<file path="config.mk">
export PLATFORM = sky130hd
export DESIGN_NAME = fft_bitrev_buffer
export DESIGN_NICKNAME = d
export VERILOG_FILES = /design/src/rtl/fft_pkg.sv /design/src/rtl/fft_bank_ram.sv /design/src/rtl/fft_bitrev_buffer.sv
export SDC_FILE = /design/constraint.sdc
export NUM_CORES = 1
export LEC_CHECK = 0
export BUFFER_PORTS_ARGS = -buffer_cell sky130_fd_sc_hd__buf_2
export CAP_MARGIN = 30
export CORE_UTILIZATION = 25
export DETAILED_ROUTE_END_ITERATION = 6
export PLACE_DENSITY = 0.43
export SLEW_MARGIN = 5
export SYNTH_ARGS = -nofsm -noshare
export SYNTH_HDL_FRONTEND = slang
export SYNTH_SLANG_ARGS = --single-unit
</file>
<file path="constraint.sdc">
create_clock -name clk -period 4.3 [get_ports clk]
set_clock_uncertainty 0.1 [all_clocks]
set_input_delay 0.645 -clock clk [delete_from_list [all_inputs] [get_ports clk]]
set_output_delay 0.645 -clock clk [all_outputs]
set_load 0.02 [all_outputs]
</file>
<file path="src/rtl/fft_pkg.sv">
`default_nettype none
// ============================================================================
// Module      : fft_pkg
// Description : Shared types and helpers for the FFT input reorder stage:
//               transform length, complex sample type, bank occupancy
//               state and the bit-reversal index helper.
// Revision    : 1.0 - initial release
// ============================================================================
package fft_pkg;

    // Default transform length used by the datapath.
    localparam int FFT_N          = 8;
    // Default component width of a complex sample.
    localparam int FFT_DATA_WIDTH = 16;

    // Complex sample as carried between datapath stages.
    typedef struct packed {
        logic signed [FFT_DATA_WIDTH-1:0] re;
        logic signed [FFT_DATA_WIDTH-1:0] im;
    } cplx_t;

    // Occupancy of one ping-pong bank.
    typedef enum logic [0:0] {
        BANK_EMPTY = 1'b0,
        BANK_FULL  = 1'b1
    } bank_state_e;

    // Reverse the low 'width' bits of 'idx'; higher bits are ignored.
    function automatic int unsigned bitrev(input int unsigned idx, input int width);
        int unsigned r;
        r = 0;
        for (int i = 0; i < width; i++) begin
            r = (r << 1) | ((idx >> i) & 32'd1);
        end
        return r;
    endfunction

endpackage : fft_pkg
`default_nettype wire

</file>
<file path="src/rtl/fft_bank_ram.sv">
`default_nettype none
// ============================================================================
// Module      : fft_bank_ram
// Description : One bank of the reorder buffer. DEPTH words of WIDTH bits,
//               one synchronous write port and one combinational read port.
//               Contents are not reset; validity is tracked by the owner.
// Revision    : 1.0 - initial release
// ============================================================================
module fft_bank_ram
    import fft_pkg::*;
#(
    parameter int DEPTH      = FFT_N,
    parameter int WIDTH      = 2 * FFT_DATA_WIDTH,
    parameter int ADDR_WIDTH = $clog2(DEPTH)
) (
    input  logic                  clk,
    input  logic                  wr_en_in,
    input  logic [ADDR_WIDTH-1:0] wr_addr_in,
    input  logic [WIDTH-1:0]      wr_data_in,
    input  logic [ADDR_WIDTH-1:0] rd_addr_in,
    output logic [WIDTH-1:0]      rd_data_out
);

    logic [WIDTH-1:0] mem_q [DEPTH];

    // Synchronous write of one sample word.
    always_ff @(posedge clk) begin
        if (wr_en_in) begin
            mem_q[wr_addr_in] <= wr_data_in;
        end
    end

    // Combinational read so the output register can load in the same cycle.
    assign rd_data_out = mem_q[rd_addr_in];

endmodule : fft_bank_ram
`default_nettype wire

</file>
<file path="src/rtl/fft_bitrev_buffer.sv">
`default_nettype none
// ============================================================================
// Module      : fft_bitrev_buffer
// Description : Streaming input reorder stage of the FFT datapath. Samples
//               arrive in natural order over valid/ready, are stored in a
//               ping-pong pair of banks and leave in bit-reversed order with
//               first/last frame markers. One sample per cycle sustained
//               when downstream does not stall.
// Options     : FFT_BITREV_LAST_CHK_EN - adds src_last_in and a sticky
//               frame_err_out that flags src_last_in disagreeing with the
//               internal frame counter. Framing stays counter-driven.
// Revision    : 1.0 - initial release
// ============================================================================
module fft_bitrev_buffer
    import fft_pkg::*;
#(
    parameter int N_POINTS   = FFT_N,
    parameter int DATA_WIDTH = FFT_DATA_WIDTH
) (
    input  logic                  clk,
    input  logic                  arst_n,
    input  logic                  src_valid_in,
    output logic                  src_ready_out,
    input  logic [DATA_WIDTH-1:0] src_re_in,
    input  logic [DATA_WIDTH-1:0] src_im_in,
    output logic                  dst_valid_out,
    input  logic                  dst_ready_in,
    output logic [DATA_WIDTH-1:0] dst_re_out,
    output logic [DATA_WIDTH-1:0] dst_im_out,
    output logic                  dst_first_out,
    output logic                  dst_last_out
`ifdef FFT_BITREV_LAST_CHK_EN
    ,
    input  logic                  src_last_in,
    output logic                  frame_err_out
`endif
);

    localparam int                    ADDR_WIDTH = $clog2(N_POINTS);
    localparam int                    WORD_WIDTH = 2 * DATA_WIDTH;
    localparam logic [ADDR_WIDTH-1:0] LAST_IDX   = ADDR_WIDTH'(N_POINTS - 1);

    // ------------------------------------------------------------------
    // State
    // ------------------------------------------------------------------
    // init_q holds src_ready_out low until the first edge after reset.
    logic                  init_q,      init_d;
    logic                  wr_bank_q,   wr_bank_d;
    logic                  rd_bank_q,   rd_bank_d;
    logic [ADDR_WIDTH-1:0] wr_idx_q,    wr_idx_d;
    logic [ADDR_WIDTH-1:0] rd_idx_q,    rd_idx_d;
    bank_state_e           bank_state_q [2];
    bank_state_e           bank_state_d [2];

    logic                  dst_valid_q, dst_valid_d;
    logic [DATA_WIDTH-1:0] dst_re_q,    dst_re_d;
    logic [DATA_WIDTH-1:0] dst_im_q,    dst_im_d;
    logic                  dst_first_q, dst_first_d;
    logic                  dst_last_q,  dst_last_d;

    // ------------------------------------------------------------------
    // Combinational handshake and addressing
    // ------------------------------------------------------------------
    logic                  src_accept;
    logic                  rd_readable;
    logic                  rd_load;
    logic [ADDR_WIDTH-1:0] rd_addr;
    logic [WORD_WIDTH-1:0] wr_word;
    logic [WORD_WIDTH-1:0] rd_word;
    logic [WORD_WIDTH-1:0] bank_rd_data [2];

    // Ready depends only on bank flags, never on src_valid_in.
    assign src_ready_out = init_q && (bank_state_q[wr_bank_q] == BANK_EMPTY);
    assign src_accept    = src_valid_in && src_ready_out;

    assign rd_readable   = (bank_state_q[rd_bank_q] == BANK_FULL);
    // Load when the output register is empty or being consumed this cycle.
    assign rd_load       = rd_readable && (!dst_valid_q || dst_ready_in);

    assign rd_addr       = ADDR_WIDTH'(bitrev(32'(rd_idx_q), ADDR_WIDTH));
    assign wr_word       = {src_re_in, src_im_in};
    assign rd_word       = bank_rd_data[rd_bank_q];

    // ------------------------------------------------------------------
    // Ping-pong storage banks
    // ------------------------------------------------------------------
    for (genvar b = 0; b < 2; b++) begin : g_bank
        fft_bank_ram #(
            .DEPTH      (N_POINTS),
            .WIDTH      (WORD_WIDTH),
            .ADDR_WIDTH (ADDR_WIDTH)
        ) u_bank_ram (
            .clk         (clk),
            .wr_en_in    (src_accept && (wr_bank_q == 1'(b))),
            .wr_addr_in  (wr_idx_q),
            .wr_data_in  (wr_word),
            .rd_addr_in  (rd_addr),
            .rd_data_out (bank_rd_data[b])
        );
    end

    // ------------------------------------------------------------------
    // Next-state: write pointer, read pointer, bank flags, output register
    // ------------------------------------------------------------------
    // A bank is only written while EMPTY and only read while FULL, so the
    // fill and drain updates below always target different banks and can
    // both take effect in the same cycle.
    always_comb begin
        init_d       = 1'b1;
        wr_bank_d    = wr_bank_q;
        rd_bank_d    = rd_bank_q;
        wr_idx_d     = wr_idx_q;
        rd_idx_d     = rd_idx_q;
        bank_state_d = bank_state_q;
        dst_valid_d  = dst_valid_q;
        dst_re_d     = dst_re_q;
        dst_im_d     = dst_im_q;
        dst_first_d  = dst_first_q;
        dst_last_d   = dst_last_q;

        // Write side: fill the current bank in natural order.
        if (src_accept) begin
            wr_idx_d = wr_idx_q + 1'b1;
            if (wr_idx_q == LAST_IDX) begin
                bank_state_d[wr_bank_q] = BANK_FULL;
                wr_bank_d               = ~wr_bank_q;
            end
        end

        // Read side: walk the full bank in bit-reversed order.
        if (rd_load) begin
            dst_valid_d = 1'b1;
            dst_re_d    = rd_word[WORD_WIDTH-1:DATA_WIDTH];
            dst_im_d    = rd_word[DATA_WIDTH-1:0];
            dst_first_d = (rd_idx_q == '0);
            dst_last_d  = (rd_idx_q == LAST_IDX);
            rd_idx_d    = rd_idx_q + 1'b1;
            if (rd_idx_q == LAST_IDX) begin
                bank_state_d[rd_bank_q] = BANK_EMPTY;
                rd_bank_d               = ~rd_bank_q;
            end
        end else if (dst_ready_in) begin
            dst_valid_d = 1'b0;
        end
    end

    // State register with asynchronous reset discarding all stored frames.
    always_ff @(posedge clk or negedge arst_n) begin
        if (!arst_n) begin
            init_q          <= 1'b0;
            wr_bank_q       <= 1'b0;
            rd_bank_q       <= 1'b0;
            wr_idx_q        <= '0;
            rd_idx_q        <= '0;
            bank_state_q[0] <= BANK_EMPTY;
            bank_state_q[1] <= BANK_EMPTY;
            dst_valid_q     <= 1'b0;
            dst_re_q        <= '0;
            dst_im_q        <= '0;
            dst_first_q     <= 1'b0;
            dst_last_q      <= 1'b0;
        end else begin
            init_q          <= init_d;
            wr_bank_q       <= wr_bank_d;
            rd_bank_q       <= rd_bank_d;
            wr_idx_q        <= wr_idx_d;
            rd_idx_q        <= rd_idx_d;
            bank_state_q    <= bank_state_d;
            dst_valid_q     <= dst_valid_d;
            dst_re_q        <= dst_re_d;
            dst_im_q        <= dst_im_d;
            dst_first_q     <= dst_first_d;
            dst_last_q      <= dst_last_d;
        end
    end

    assign dst_valid_out = dst_valid_q;
    assign dst_re_out    = dst_re_q;
    assign dst_im_out    = dst_im_q;
    assign dst_first_out = dst_first_q;
    assign dst_last_out  = dst_last_q;

`ifdef FFT_BITREV_LAST_CHK_EN
    // ------------------------------------------------------------------
    // Framing check: src_last_in must agree with the write counter.
    // ------------------------------------------------------------------
    logic frame_err_q, frame_err_d;

    // Sticky error: set on any accepted sample whose last flag disagrees.
    always_comb begin
        frame_err_d = frame_err_q;
        if (src_accept && (src_last_in != (wr_idx_q == LAST_IDX))) begin
            frame_err_d = 1'b1;
        end
    end

    // Error flag register, cleared only by reset.
    always_ff @(posedge clk or negedge arst_n) begin
        if (!arst_n) begin
            frame_err_q <= 1'b0;
        end else begin
            frame_err_q <= frame_err_d;
        end
    end

    assign frame_err_out = frame_err_q;
`endif

endmodule : fft_bitrev_buffer
`default_nettype wire
</file>
==> flow_summary_export.csv <==
group,metric,value,unit
status,status,"finished clean",
critical_path,cp_max_fo,22,
synth,async_flop_share,8.244,%
power,power.leakage,7.934,nW
timing,period_needed,2.801,ns
synth,syn_inst,930,
place,globalplace.congestion,0.7004,
final_layout,drive_gt1_share,33.70,%
synth,avgSynthCellArea,23.02,um^2
timing,rsz0062_at_grt,"no",
place,placed_cell_area,23290,um^2
final_layout,design_area,25070,um^2
clock_tree,htreeDepth,2,
critical_path,worst_ep_required_time,4.46,ns
clock_tree,clock_latency,0.62,ns
synth,ys.flop_type,"edfxtp_1",
clock_tree,tritoncts,"yes",
detailed_routing,vias,9739,
place,post-place-cells,2113,
synth,synth_seq_cells,558,
detailed_routing,post_drt_wl_per_cell,23.44,um
timing,slew_violations,0,
clock_tree,cts_buffer_depth,3,
critical_path,end_kind,"register",
detailed_routing,routed_wl,52.14,mm
critical_path,cp.arrival,2.96,ns
hold_path,worstHoldPathType,"input port to register",
critical_path,startpoint_type,"register",
power,vdd_ir_drop_max,457.0,uV
clock_tree,cts_buffers,59,
global_routing,grt_usage,12.18,%
detailed_routing,vias_per_cell,4.379,
global_routing,grt_pass1_vias,10550,
global_routing,antenna_found_initial,1,
timing,slew_headroom,32.03,%
timing,finalHoldViolCount,0,
final_layout,final_cell_mix,"512 x edfxtp_1, 124 x mux4_2, 71 x buf_2",
global_routing,grt_max_degree,132,
floorplan,ios,72,
floorplan,coreArea,84220,um^2
clock_tree,ctsResizeCount,0,
timing,max_freq,357.0,MHz
floorplan,die_w,294.6,um
detailed_routing,drtAntennaViolNets,0,
place,hpwl,29.76,mm
synth,synth_cell_type_count,40,
synth,yosysWarnings,0,
timing,period_share,65.14,%
power,p_per_area,635.0,nW/um^2
final_layout,syn_to_final_growth,17.11,%
critical_path,path_class,"register to register",
power,p_total,15.92,mW
floorplan,dieArea,86810,um^2
detailed_routing,drt_iter0_markers,621,
timing,worst_pin_slew,1.020,ns
synth,synth_edf_count,512,
clock_tree,clk_pin_slew_worst_paths,0.06,ns
final_layout,final_nets,1082,
run,maxCapViolations,0,
floorplan,start_util,25.42,%
final_layout,mostFrequentLayoutCell,"edfxtp_1",
timing,hold_slack,0.3040,ns
synth,syn_nets,971,
synth,syn_area,21410,um^2
final_layout,nFillCells,8178,
synth,ys_seq_area_share,77.19,%
floorplan,rows,106,
final_layout,layoutNonFillerInstCount,2224,
detailed_routing,drc_errors,0,
global_routing,gr-total-overflow,0,
place,port_buffers,71,
floorplan,dieHeight,294.6,um
timing,setup_tns,0,ns
global_routing,grt_pass1_wl,75.86,mm
detailed_routing,first_pass_iters,6,
clock_tree,clock-sinks,558,
timing,setup_viol,0,
clock_tree,clockRootBuffer,"clkbuf_16",
[state kept, by name, summed over array words and instances, names as in the netlist]
name / count
g_bank.u_bank_ram.mem_q: 512
dst_im_out: 16
dst_re_out: 16
rd_idx_q: 3
wr_idx_q: 3
bank_state_q: 2
dst_first_out: 1
dst_last_out: 1
dst_valid_out: 1
init_q: 1
rd_bank_q: 1
wr_bank_q: 1
[per-stage QoR]
step / setup WS, ns / utilization, %
5_1_grt: 1.330 / 29.77
3_5_place_dp: 1.177 / 27.65
2_1_floorplan: 0.3843 / -
4_1_cts: 1.460 / 29.77
3_3_place_gp: 1.203 / 27.60
6_report: 1.499 / 29.77
[critical path, cell delays in order, from the launching register on]
cell and delay, ns:
dfrtp_1 0.44, nor4bb_1 0.61, nand2b_1 0.37, nor2_4 0.46, buf_4 0.46
[layer usage]
metal | GRT usage, % | wire length, um | part of all wire (%)
met3 | 1.976 | 1957 | 3.8
met2 | 20.54 | 25800 | 49
met1 | 16.05 | 23170 | 44
met4 | 3.633 | 1213 | 2.3
met5 | 0 | 0 | 0
[repair_timing]
action	CTS	global route
setup buffers	0	0
hold buffers	1	0
endpoints found under the hold margin	18	0
[final cells by class]
class / count / area (um^2) / share of cell area, %
antenna: 1 / 2.502 / 0.009982
inverter: 3 / 11.26 / 0.04492
timing repair buffer: 104 / 743.2 / 2.965
clock inverter: 36 / 242.7 / 0.9682
clock buffer: 73 / 1529 / 6.099
multi-input combinational: 315 / 4589 / 18.31
tap: 1134 / 1419 / 5.660
sequential: 558 / 16530 / 65.95
[path summary, 6_finish.rpt]
kind                                from  cells past startpoint  slack, ns                                end
min reg2reg                dst_first_out                      1       0.39                      dst_first_out
min                         src_re_in[6]                      1       0.30  g_bank[1].u_bank_ram.mem_q[1][22]
max reg2reg                    wr_bank_q                      4       1.50   g_bank[0].u_bank_ram.mem_q[4][4]
max in group asynchronous         arst_n                      3       2.62                     dst_re_out[15]
max                            wr_bank_q                      4       1.50   g_bank[0].u_bank_ram.mem_q[4][4]
min in group asynchronous         arst_n                      2       0.51                      dst_valid_out
[logic make-up (layout without fill, tap and decap cells)]
group,Yosys count,after routing,share of synthesized area (%)
other,1,2,0.01752
AND/OR/NAND/NOR,38,38,0.9819
adder cells (fa/ha/maj),5,5,0.2922
multiplexers,166,166,15.36
AO/OA/AOI/OAI,102,102,4.126
flip-flops,558,558,77.19
XOR/XNOR,3,3,0.1228
buffers and inverters,57,216,1.905
[synth_stat cells (2+ instances only)]
cell type | n | area (um^2)
edfxtp_1 | 512 | 15370
mux4_2 | 124 | 2793
dfrtp_1 | 46 | 1151
mux2i_1 | 33 | 330.3
a21oi_1 | 32 | 160.2
a221oi_2 | 32 | 480.5
o22ai_1 | 32 | 200.2
buf_2 | 18 | 90.09
buf_6 | 14 | 157.7
clkbuf_1 | 14 | 52.55
nor2_1 | 12 | 45.04
nand2b_1 | 7 | 43.79
ha_1 | 5 | 62.56
mux2_1 | 4 | 45.04
mux4_1 | 4 | 105.1
nor3_1 | 4 | 20.02
buf_4 | 3 | 22.52
nand2_1 | 3 | 11.26
nand3_1 | 3 | 15.01
xnor2_1 | 3 | 26.28
and4b_1 | 2 | 20.02
buf_12 | 2 | 40.04
buf_8 | 2 | 30.03
inv_2 | 2 | 7.510
o21ai_1 | 2 | 10.01
[power breakdown]
| group | total, mW | leakage, nW | switching, mW | internal (mW) |
|---|---|---|---|---|
| clock | 4.75 | 0.878 | 2.10 | 2.64 |
| combinational | 4.53 | 1.93 | 2.59 | 1.94 |
| sequential | 6.64 | 5.13 | 0.310 | 6.33 |
| total | 15.9 | 7.93 | 5.00 | 10.9 |
Note: power is estimated with default switching activity, not from simulation.
